[src/rtl/ball_motion.sv]
// Ball position integrator: steps {vx, vy} into a Q12.4 table position once per frame tick, reflects off side walls, flags end-line exits.
// Latency: serve/hit/frame_tick effects appear on the registered outputs one cycle after the input strobe.
// Backpressure: none; strobes are accepted whenever they arrive and are ignored in states that do not use them. Optional feature macro: BALL_GRAVITY_EN.
module ball_motion #(
    parameter int FIELD_W  = 640,
    parameter int FIELD_H  = 480,
    parameter int START_X  = 320,
    parameter int START_Y  = 240,
    parameter int OUT_HOLD = 60,
    parameter int GRAVITY  = 1
) (
    input  logic        clk,
    input  logic        rst,
    input  logic        frame_tick,
    input  logic        serve,
    input  logic        hit,
    input  logic [31:0] ball_velocity_modified,
    output logic [15:0] ball_x,
    output logic [15:0] ball_y,
    output logic        in_flight,
    output logic        wall_bounce,
    output logic        out_top,
    output logic        out_bottom
);

    typedef enum logic [1:0] {
        IDLE = 2'd0,
        FLY  = 2'd1,
        OUT  = 2'd2
    } state_t;

    localparam int HW = (OUT_HOLD < 1) ? 1 : $clog2(OUT_HOLD + 1);

    localparam logic signed [17:0] X_MAX   = 18'(FIELD_W * 16);
    localparam logic signed [17:0] Y_MAX   = 18'(FIELD_H * 16);
    localparam logic signed [17:0] X_START = 18'(START_X * 16);
    localparam logic signed [17:0] Y_START = 18'(START_Y * 16);

`ifdef BALL_GRAVITY_EN
    localparam bit GRAV_ON = 1'b1;
`else
    localparam bit GRAV_ON = 1'b0;
`endif
    // With gravity disabled the step is zero, so vy_r stays constant between reloads.
    localparam logic signed [16:0] GRAV_STEP = GRAV_ON ? 17'(GRAVITY) : 17'sd0;

    state_t            state;
    logic signed [15:0] vx_r;
    logic signed [15:0] vy_r;
    logic signed [17:0] px;
    logic signed [17:0] py;
    logic [HW-1:0]      hold_cnt;

    logic signed [15:0] vx_in;
    logic signed [15:0] vy_in;
    logic signed [17:0] nx;
    logic signed [17:0] ny;
    logic signed [17:0] nx_refl;
    logic               bounce_lo;
    logic               bounce_hi;
    logic signed [16:0] vy_sum;
    logic signed [15:0] vy_grav;

    assign vx_in  = ball_velocity_modified[31:16];
    assign vy_in  = ball_velocity_modified[15:0];
    assign ball_x = px[15:0];
    assign ball_y = py[15:0];

    // Candidate next position, wall reflection and gravity-adjusted vy for a FLY tick.
    always_comb begin
        nx        = px + 18'(vx_r);
        ny        = py + 18'(vy_r);
        bounce_lo = (nx < 18'sd0);
        bounce_hi = (nx > X_MAX);
        if (bounce_lo) begin
            nx_refl = -nx;
        end else if (bounce_hi) begin
            nx_refl = X_MAX + X_MAX - nx;
        end else begin
            nx_refl = nx;
        end
        vy_sum  = 17'(vy_r) + GRAV_STEP;
        vy_grav = (vy_sum > 17'sd32767) ? 16'sh7FFF : vy_sum[15:0];
    end

    // Flight state machine; every output is a register updated here.
    always_ff @(posedge clk or posedge rst) begin
        if (rst) begin
            state       <= IDLE;
            vx_r        <= '0;
            vy_r        <= '0;
            px          <= X_START;
            py          <= Y_START;
            hold_cnt    <= '0;
            in_flight   <= 1'b0;
            wall_bounce <= 1'b0;
            out_top     <= 1'b0;
            out_bottom  <= 1'b0;
        end else begin
            wall_bounce <= 1'b0;
            out_top     <= 1'b0;
            out_bottom  <= 1'b0;
            case (state)
                IDLE: begin
                    px <= X_START;
                    py <= Y_START;
                    if (serve) begin
                        vx_r      <= vx_in;
                        vy_r      <= vy_in;
                        state     <= FLY;
                        in_flight <= 1'b1;
                    end
                end
                FLY: begin
                    if (frame_tick) begin
                        px   <= nx_refl;
                        vy_r <= vy_grav;
                        if (bounce_lo || bounce_hi) begin
                            vx_r        <= -vx_r;
                            wall_bounce <= 1'b1;
                        end
                        if (ny < 18'sd0) begin
                            py        <= '0;
                            out_top   <= 1'b1;
                            state     <= OUT;
                            in_flight <= 1'b0;
                        end else if (ny > Y_MAX) begin
                            py         <= Y_MAX;
                            out_bottom <= 1'b1;
                            state      <= OUT;
                            in_flight  <= 1'b0;
                        end else begin
                            py <= ny;
                        end
                    end
                    // A paddle hit wins over the wall negation and gravity of the same cycle.
                    if (hit) begin
                        vx_r <= vx_in;
                        vy_r <= vy_in;
                    end
                end
                OUT: begin
                    if (frame_tick) begin
                        if (hold_cnt == HW'(OUT_HOLD - 1)) begin
                            state    <= IDLE;
                            px       <= X_START;
                            py       <= Y_START;
                            hold_cnt <= '0;
                        end else begin
                            hold_cnt <= hold_cnt + 1'b1;
                        end
                    end
                end
                default: begin
                    state     <= IDLE;
                    in_flight <= 1'b0;
                end
            endcase
        end
    end

endmodule

[config.mk]
export PLATFORM = sky130hd
export DESIGN_NAME = ball_motion
export DESIGN_NICKNAME = d
export VERILOG_FILES = /design/src/rtl/ball_motion.sv
export SDC_FILE = /design/constraint.sdc
export NUM_CORES = 1
export LEC_CHECK = 0
export CORE_MARGIN = 4
export CORE_UTILIZATION = 52
export DETAILED_ROUTE_END_ITERATION = 12
export MAX_ROUTING_LAYER = met4
export PLACE_DENSITY = 0.78
export SKIP_LAST_GASP = 1
export SLEW_MARGIN = 0
export SYNTH_ARGS = -nofsm -noshare
export SYNTH_HDL_FRONTEND = slang
export SYNTH_SLANG_ARGS = --single-unit
[constraint.sdc]
create_clock -name clk -period 3.02 [get_ports clk]
set_clock_uncertainty 0.15 [all_clocks]
set_input_delay 0.302 -clock clk [delete_from_list [all_inputs] [get_ports clk]]
set_output_delay 0.302 -clock clk [all_outputs]
set_load 0.02 [all_outputs]
After elaboration in Yosys (flattened, before gate mapping) --
Index checks and enable logic that the tools add are counted.
Cells by class: add/subtract/negate cells 6, $mul 0, div/mod/pow operators 0, order comparisons 5, equal/unequal tests 11, shift-type cells 0, multiplexer cells 45, bitwise operators 1, reduce and logical (&&, ||, !) cells 10
Operators with widths (number):
- two-way mux 18 bit | 10
- two-way mux 16 bit | 8
- case mux 18 bit (3 select lines) | 2
- case mux 16 bit (2 select lines) | 2
- adder 18 x 16 -> 18 bit | 2
- < comparator 18 x 1 -> 1 bit, second input constant | 2
- > comparator 18 x 14 -> 1 bit, second input constant | 1
- > comparator 18 x 15 -> 1 bit, second input constant | 1
- negator 18 bit | 1
- subtractor 16 x 18 -> 18 bit, first input constant | 1
- > comparator 16 bit, second input constant | 1
- negator 16 bit | 1
- AND reduction 4 bit | 4
- two-way mux 1 bit | 14
- two-way mux 2 bit | 6
- != test 3 bit, second input constant | 4
- != test 2 bit, second input constant | 4
- adder 6 x 1 -> 6 bit, second input constant | 1
- equality test 6 bit, second input constant | 1
- two-way mux 6 bit | 1
- case mux 2 bit (3 select lines) | 1
- AND reduction 5 bit | 1
- case mux 1 bit (3 select lines) | 1
- nonzero test 3 bit | 1
- 7 further kinds | 7
Word-level totals: register bits 80, bits in latches 0, bits in writable memories 0, ROM bits 0, input port bits 37, output and inout bits 36, word-level logic and storage cells 88, memories 0

Depth between registers and ports, before layout --
depth in word-level cells 7, depth in mapped cells 15, gate-level depth less buffers 13

Worst setup path before layout --
Ideal clock, no wire load.
path kind register to register, start point register px[0], end point register vx_r[1], library setup time 123 ps, data arrival time 3003 ps, required time 2747 ps, path slack -255 ps, cell stages (with the launch flop) 14, buffers on the path 0, clock period less this slack 3275 ps, cell sequence dfrtp_1 ha_1 inv_1 fa_1 and2b_1 o21bai_2 a21oi_1 o21ai_1 xnor2_1 o21ai_0 a41o_1 a21boi_4 nand3_4 o221a_2
Between the ends: cells in the longest elaborated chain, start to end 5, elaborated cells between the ends (all ways) 6, classes of those cells 1 x add/sub; 2 x order compare; 1 x eq/ne; 2 x reduce/logical
RTL lines:
- start: declaration | RTL line 50 | logic signed [17:0] px;
- start signal: assignment | RTL line 116 | px <= nx_refl;
- adder 18 x 16 -> 18 bit * | RTL line 71 | nx = px + 18'(vx_r);
- < comparator 18 x 1 -> 1 bit or > comparator 18 x 15 -> 1 bit (tied branches) | RTL line 73, 74
- logical OR 1 bit * | RTL line 118 | if (bounce_lo || bounce_hi) begin
- != test 3 bit (no source line) *
- AND reduction 4 bit (no source line) *
- end signal: assignment | RTL line 108 | vx_r <= vx_in;
- end signal: assignment | RTL line 119 | vx_r <= -vx_r;
- end signal: assignment | RTL line 138 | vx_r <= vx_in;
- end: declaration | RTL line 48 | logic signed [15:0] vx_r;
Mark *: on every way between the ends. The rest lies on a longest branch, timed or not. A chain may end at the register's enable or synchronous reset.

Worst setup path after layout --
start point register vx_r[0], end point register vx_r[10]
Between the ends: cells in the longest elaborated chain, start to end 5, elaborated cells between the ends (all ways) 11, classes of those cells 2 x add/sub; 2 x order compare; 1 x eq/ne; 4 x mux; 2 x reduce/logical
RTL lines:
- adder 18 x 16 -> 18 bit or negator 16 bit (tied branches) | RTL line 71, 119
- < comparator 18 x 1 -> 1 bit, or another cell as far along | RTL line 73 | bounce_lo = (nx < 18'sd0);
- logical OR 1 bit or two-way mux 16 bit (tied branches) | RTL line 118, 115
- != test 3 bit (no source line) or two-way mux 16 bit (tied branches)
- AND reduction 4 bit (no source line) or case mux 16 bit (2 select lines) (tied branches)
Parallel ways exist; a longest one is shown, timed or not. The select of a mux whose other input is x is not followed.

==> impl_metrics.py <==
metrics = {
    "cts": {
        "clockRootBuffer": "clkbuf_16",
        "clk_path_buf_depth": 2,
        "h-tree-depth": 3,
        "cts_tree": "done",
        "clock_latency_ns": 0.36,
        "clk_pin_slew_ns": 0.07,
        "cts_buffers": 9,
        "cts_hold_buf": 0,
        "cts.sink_count": 79,
    },
    "synth": {
        "synth_nets": 800,
        "synth_cells": 724,
        "yosys_warnings": 0,
        "synthTopCellsByArea": "dfrtp_1 30%, ha_1 7.5%, nand2_1 6.9%",
        "syn_area_mm2": 0.00619,
        "yosys_register_bits": 79,
        "avgSynthCellArea_um2": 8.55,
        "ys_seq_area_frac": 0.321,
        "async_reset_ff_frac": 1.00,
        "synth_edf_count": 0,
        "netlist-cell-type-count": 83,
        "yosysTopAreaCell": "dfrtp_1",
        "synth_top_area_share": 0.295,
        "ys.flop_type": "dfrtp_1",
    },
    "timing": {
        "post-route-period-util": 1.12,
        "finalWorstSetupSlack_ns": -0.358,
        "hold_viol_final": 0,
        "drv_slew": 0,
        "fin_tns_setup_ns": -12.85,
        "holdWs_ns": 0.136,
        "relSlewSlack": 0.315,
        "setup_viol": 51,
        "worst_pin_slew_ns": 1.03,
        "rsz0062_at_grt": "true",
        "period_minus_slack_ns": 3.38,
        "max_freq_mhz": 296,
    },
    "run_status": {
        "violations": "negative setup slack",
        "status": "finished with violations",
    },
    "worst_setup_path": {
        "startpoint": "vx_r[0]$_DFFE_PP0P_",
        "cp_cell_sequence": "ha_2 > inv_2 > fa_2 > and2b_2 > o21bai_4 > a21oi_4 > o2111a_1 > a311oi_2 > or3_4 > nand2b_4 > o21ai_4 > buf_6 > o211ai_1 > o311ai_2",
        "critPathTopFamily": "compound AO/OA/AOI/OAI gates",
        "rr_startpoint": "vx_r[0]$_DFFE_PP0P_",
        "arrival_ns": 3.48,
        "crit_cells": 14,
        "path_class": "flop to flop",
        "worstPathRequired_ns": 3.12,
        "worst_path_max_delay_cell": "or3_4",
        "reg2regPathDepth": 14,
        "cp-endpoint": "vx_r[10]$_DFFE_PP0P_",
        "worst-path-buf-inv": 2,
        "start_kind": "flop",
        "worst_path_largest_cell_delay_ns": 0.41,
        "endpoint_kind": "flop",
        "crit_fanout": 7,
        "timing.rr.end": "vx_r[10]$_DFFE_PP0P_",
        "ff2ff_setup_slack_ns": -0.36,
    },
    "final_layout": {
        "layout_common_cells": "160 x buf_4, 113 x nand2_1, 73 x dfrtp_1",
        "num_antenna_cells": 0,
        "fillers": 715,
        "final_cells": 1067,
        "multi_input_area_mm2": 0.00437,
        "final_common_cell": "buf_4",
        "areaGrowthSynthToFinish_pct": 45.8,
        "stdcell_area_mm2": 0.00902,
        "layout-drive-gt1-share": 0.342,
        "regArea_mm2": 0.00198,
        "nets": 995,
    },
    "floorplanning": {
        "die_x_um": 117,
        "num_rows": 39,
        "core_mm2": 0.0115,
        "die_h_um": 117,
        "fp.dieArea_mm2": 0.0137,
        "io_pins": 73,
        "start_util": 0.537,
    },
    "power_and_ir_drop": {
        "power.density_mw_per_mm2": 1270,
        "leakage_nw": 4.00,
        "max-vdd-ir-drop_uv": 690,
    },
    "placement": {
        "place_area_mm2": 0.00804,
        "placed_cells": 1029,
        "io_buffers": 72,
        "dpl.hpwl_um": 13900,
        "place_congestion": 0.965,
    },
    "global_route": {
        "grt_pass1_wl_um": 31500,
        "grt_max_degree": 54,
        "grt.total_usage": 0.305,
        "grt_overflow_total": 0,
        "grt_pass1_vias": 6440,
        "antenna_found_initial": 0,
    },
    "job": {
        "cap_viol_max_count": 0,
    },
    "drt": {
        "drtPass1Iterations": 5,
        "via_per_inst": 6.05,
        "highest_layer": "met4",
        "drt_iter0_markers": 518,
        "num_vias": 6460,
        "wl_met2_um": 9860,
        "postRouteAntennaNets": 0,
        "route.detailed.drc": 0,
        "detail_route.wl_per_cell_um": 19.2,
        "wl_met1_um": 8450,
        "wl_met3_um": 1410,
        "drt-total-wl_um": 20500,
    },
    "worst_hold_path": {
        "hp-class": "input port to async pin",
    },
}
==> worst min path at each step <==
stage / startpoint / end / slack (ns) / cells past startpoint
floorplan: ball_velocity_modified[0] / vy_r[0]$_DFFE_PP0P_ / 0.26 / 2
global placement: vy_r[0]$_DFFE_PP0P_ / vy_r[0]$_DFFE_PP0P_ / 0.32 / 2
detailed placement: vy_r[13]$_DFFE_PP0P_ / vy_r[13]$_DFFE_PP0P_ / 0.33 / 2
CTS: rst / py[1]$_DFFE_PP0P_ / 0.14 / 2
global route: rst / py[1]$_DFFE_PP0P_ / 0.19 / 2
finish: rst / py[1]$_DFFE_PP0P_ / 0.14 / 2
==> flip-flops by register name (all words and copies together), names as in the netlist <==
signal,cells
out_bottom,1
in_flight,1
vx_r,16
state,2
out_top,1
hold_cnt,6
vy_r,16
px,18
wall_bounce,1
py,17
==> kinds of logic (layout without fill, tap and decap cells) <==
| family | Yosys count | after routing | share of synthesized area |
|---|---|---|---|
| compound gates | 215 | 215 | 0.251 |
| simple gates | 259 | 260 | 0.200 |
| buf+inv | 83 | 282 | 0.0732 |
| fa+ha+maj | 39 | 39 | 0.0813 |
| mux | 5 | 5 | 0.00869 |
| flops | 79 | 79 | 0.321 |
| xor+xnor | 44 | 44 | 0.0653 |
==> what timing repair did <==
action	in CTS	in global routing
cloned	1	2
resized for setup	51	41
pin swaps	22	27
setup buffers	16	3
endpoints found under the setup margin	51	51
==> synth_stat cells, drive strengths merged (4+ instances only) <==
master   number
or3           5
clkbuf       13
o21ai        53
nand3        18
ha           37
nor3         17
or2           5
a211oi        6
xnor2        22
nor3b         7
a2bb2oi       4
nand4         7
dfrtp        73
a31oi         5
nor2b         4
dfstp         6
o311ai       11
xor2         22
nand2b        4
nor2         53
nor4b         4
o211ai       18
a21oi        53
nand2       114
buf          46
and3          5
o31ai         8
o21a          9
a21o         10
o21bai        4
inv          24
and2          8
nor4          4
==> area by class of cell <==
| cell class | instances | area share |
|---|---|---|
| flip-flops and latches | 79 | 0.220 |
| well taps | 143 | 0.0198 |
| inverters | 24 | 0.0101 |
| clock inverters | 6 | 0.0104 |
| repair buffers | 242 | 0.230 |
| multi-input cells | 563 | 0.484 |
| clock buffers | 10 | 0.0254 |
==> layer usage <==
metal,vias up,track usage
met2,316,0.495
met3,75,0.0488
met5,-,-
met1,3090,0.379
met4,0,0.125
li1,2979,-
==> power by group <==
part | switching, mW | internal [mW]
registers | 0.356 | 1.45
clock network | 0.491 | 0.731
logic | 4.57 | 3.91
==> metrics by stage <==
stage	util	power, mW	setup slack, ns
2_1_floorplan	-	6.38	-0.108
3_3_place_gp	0.698	8.71	-0.273
3_5_place_dp	0.698	8.93	-0.424
4_1_cts	0.760	10.7	-0.279
5_1_grt	0.784	12.1	-0.541
6_report	0.784	11.5	-0.358
(Power assumes the default switching activity.)
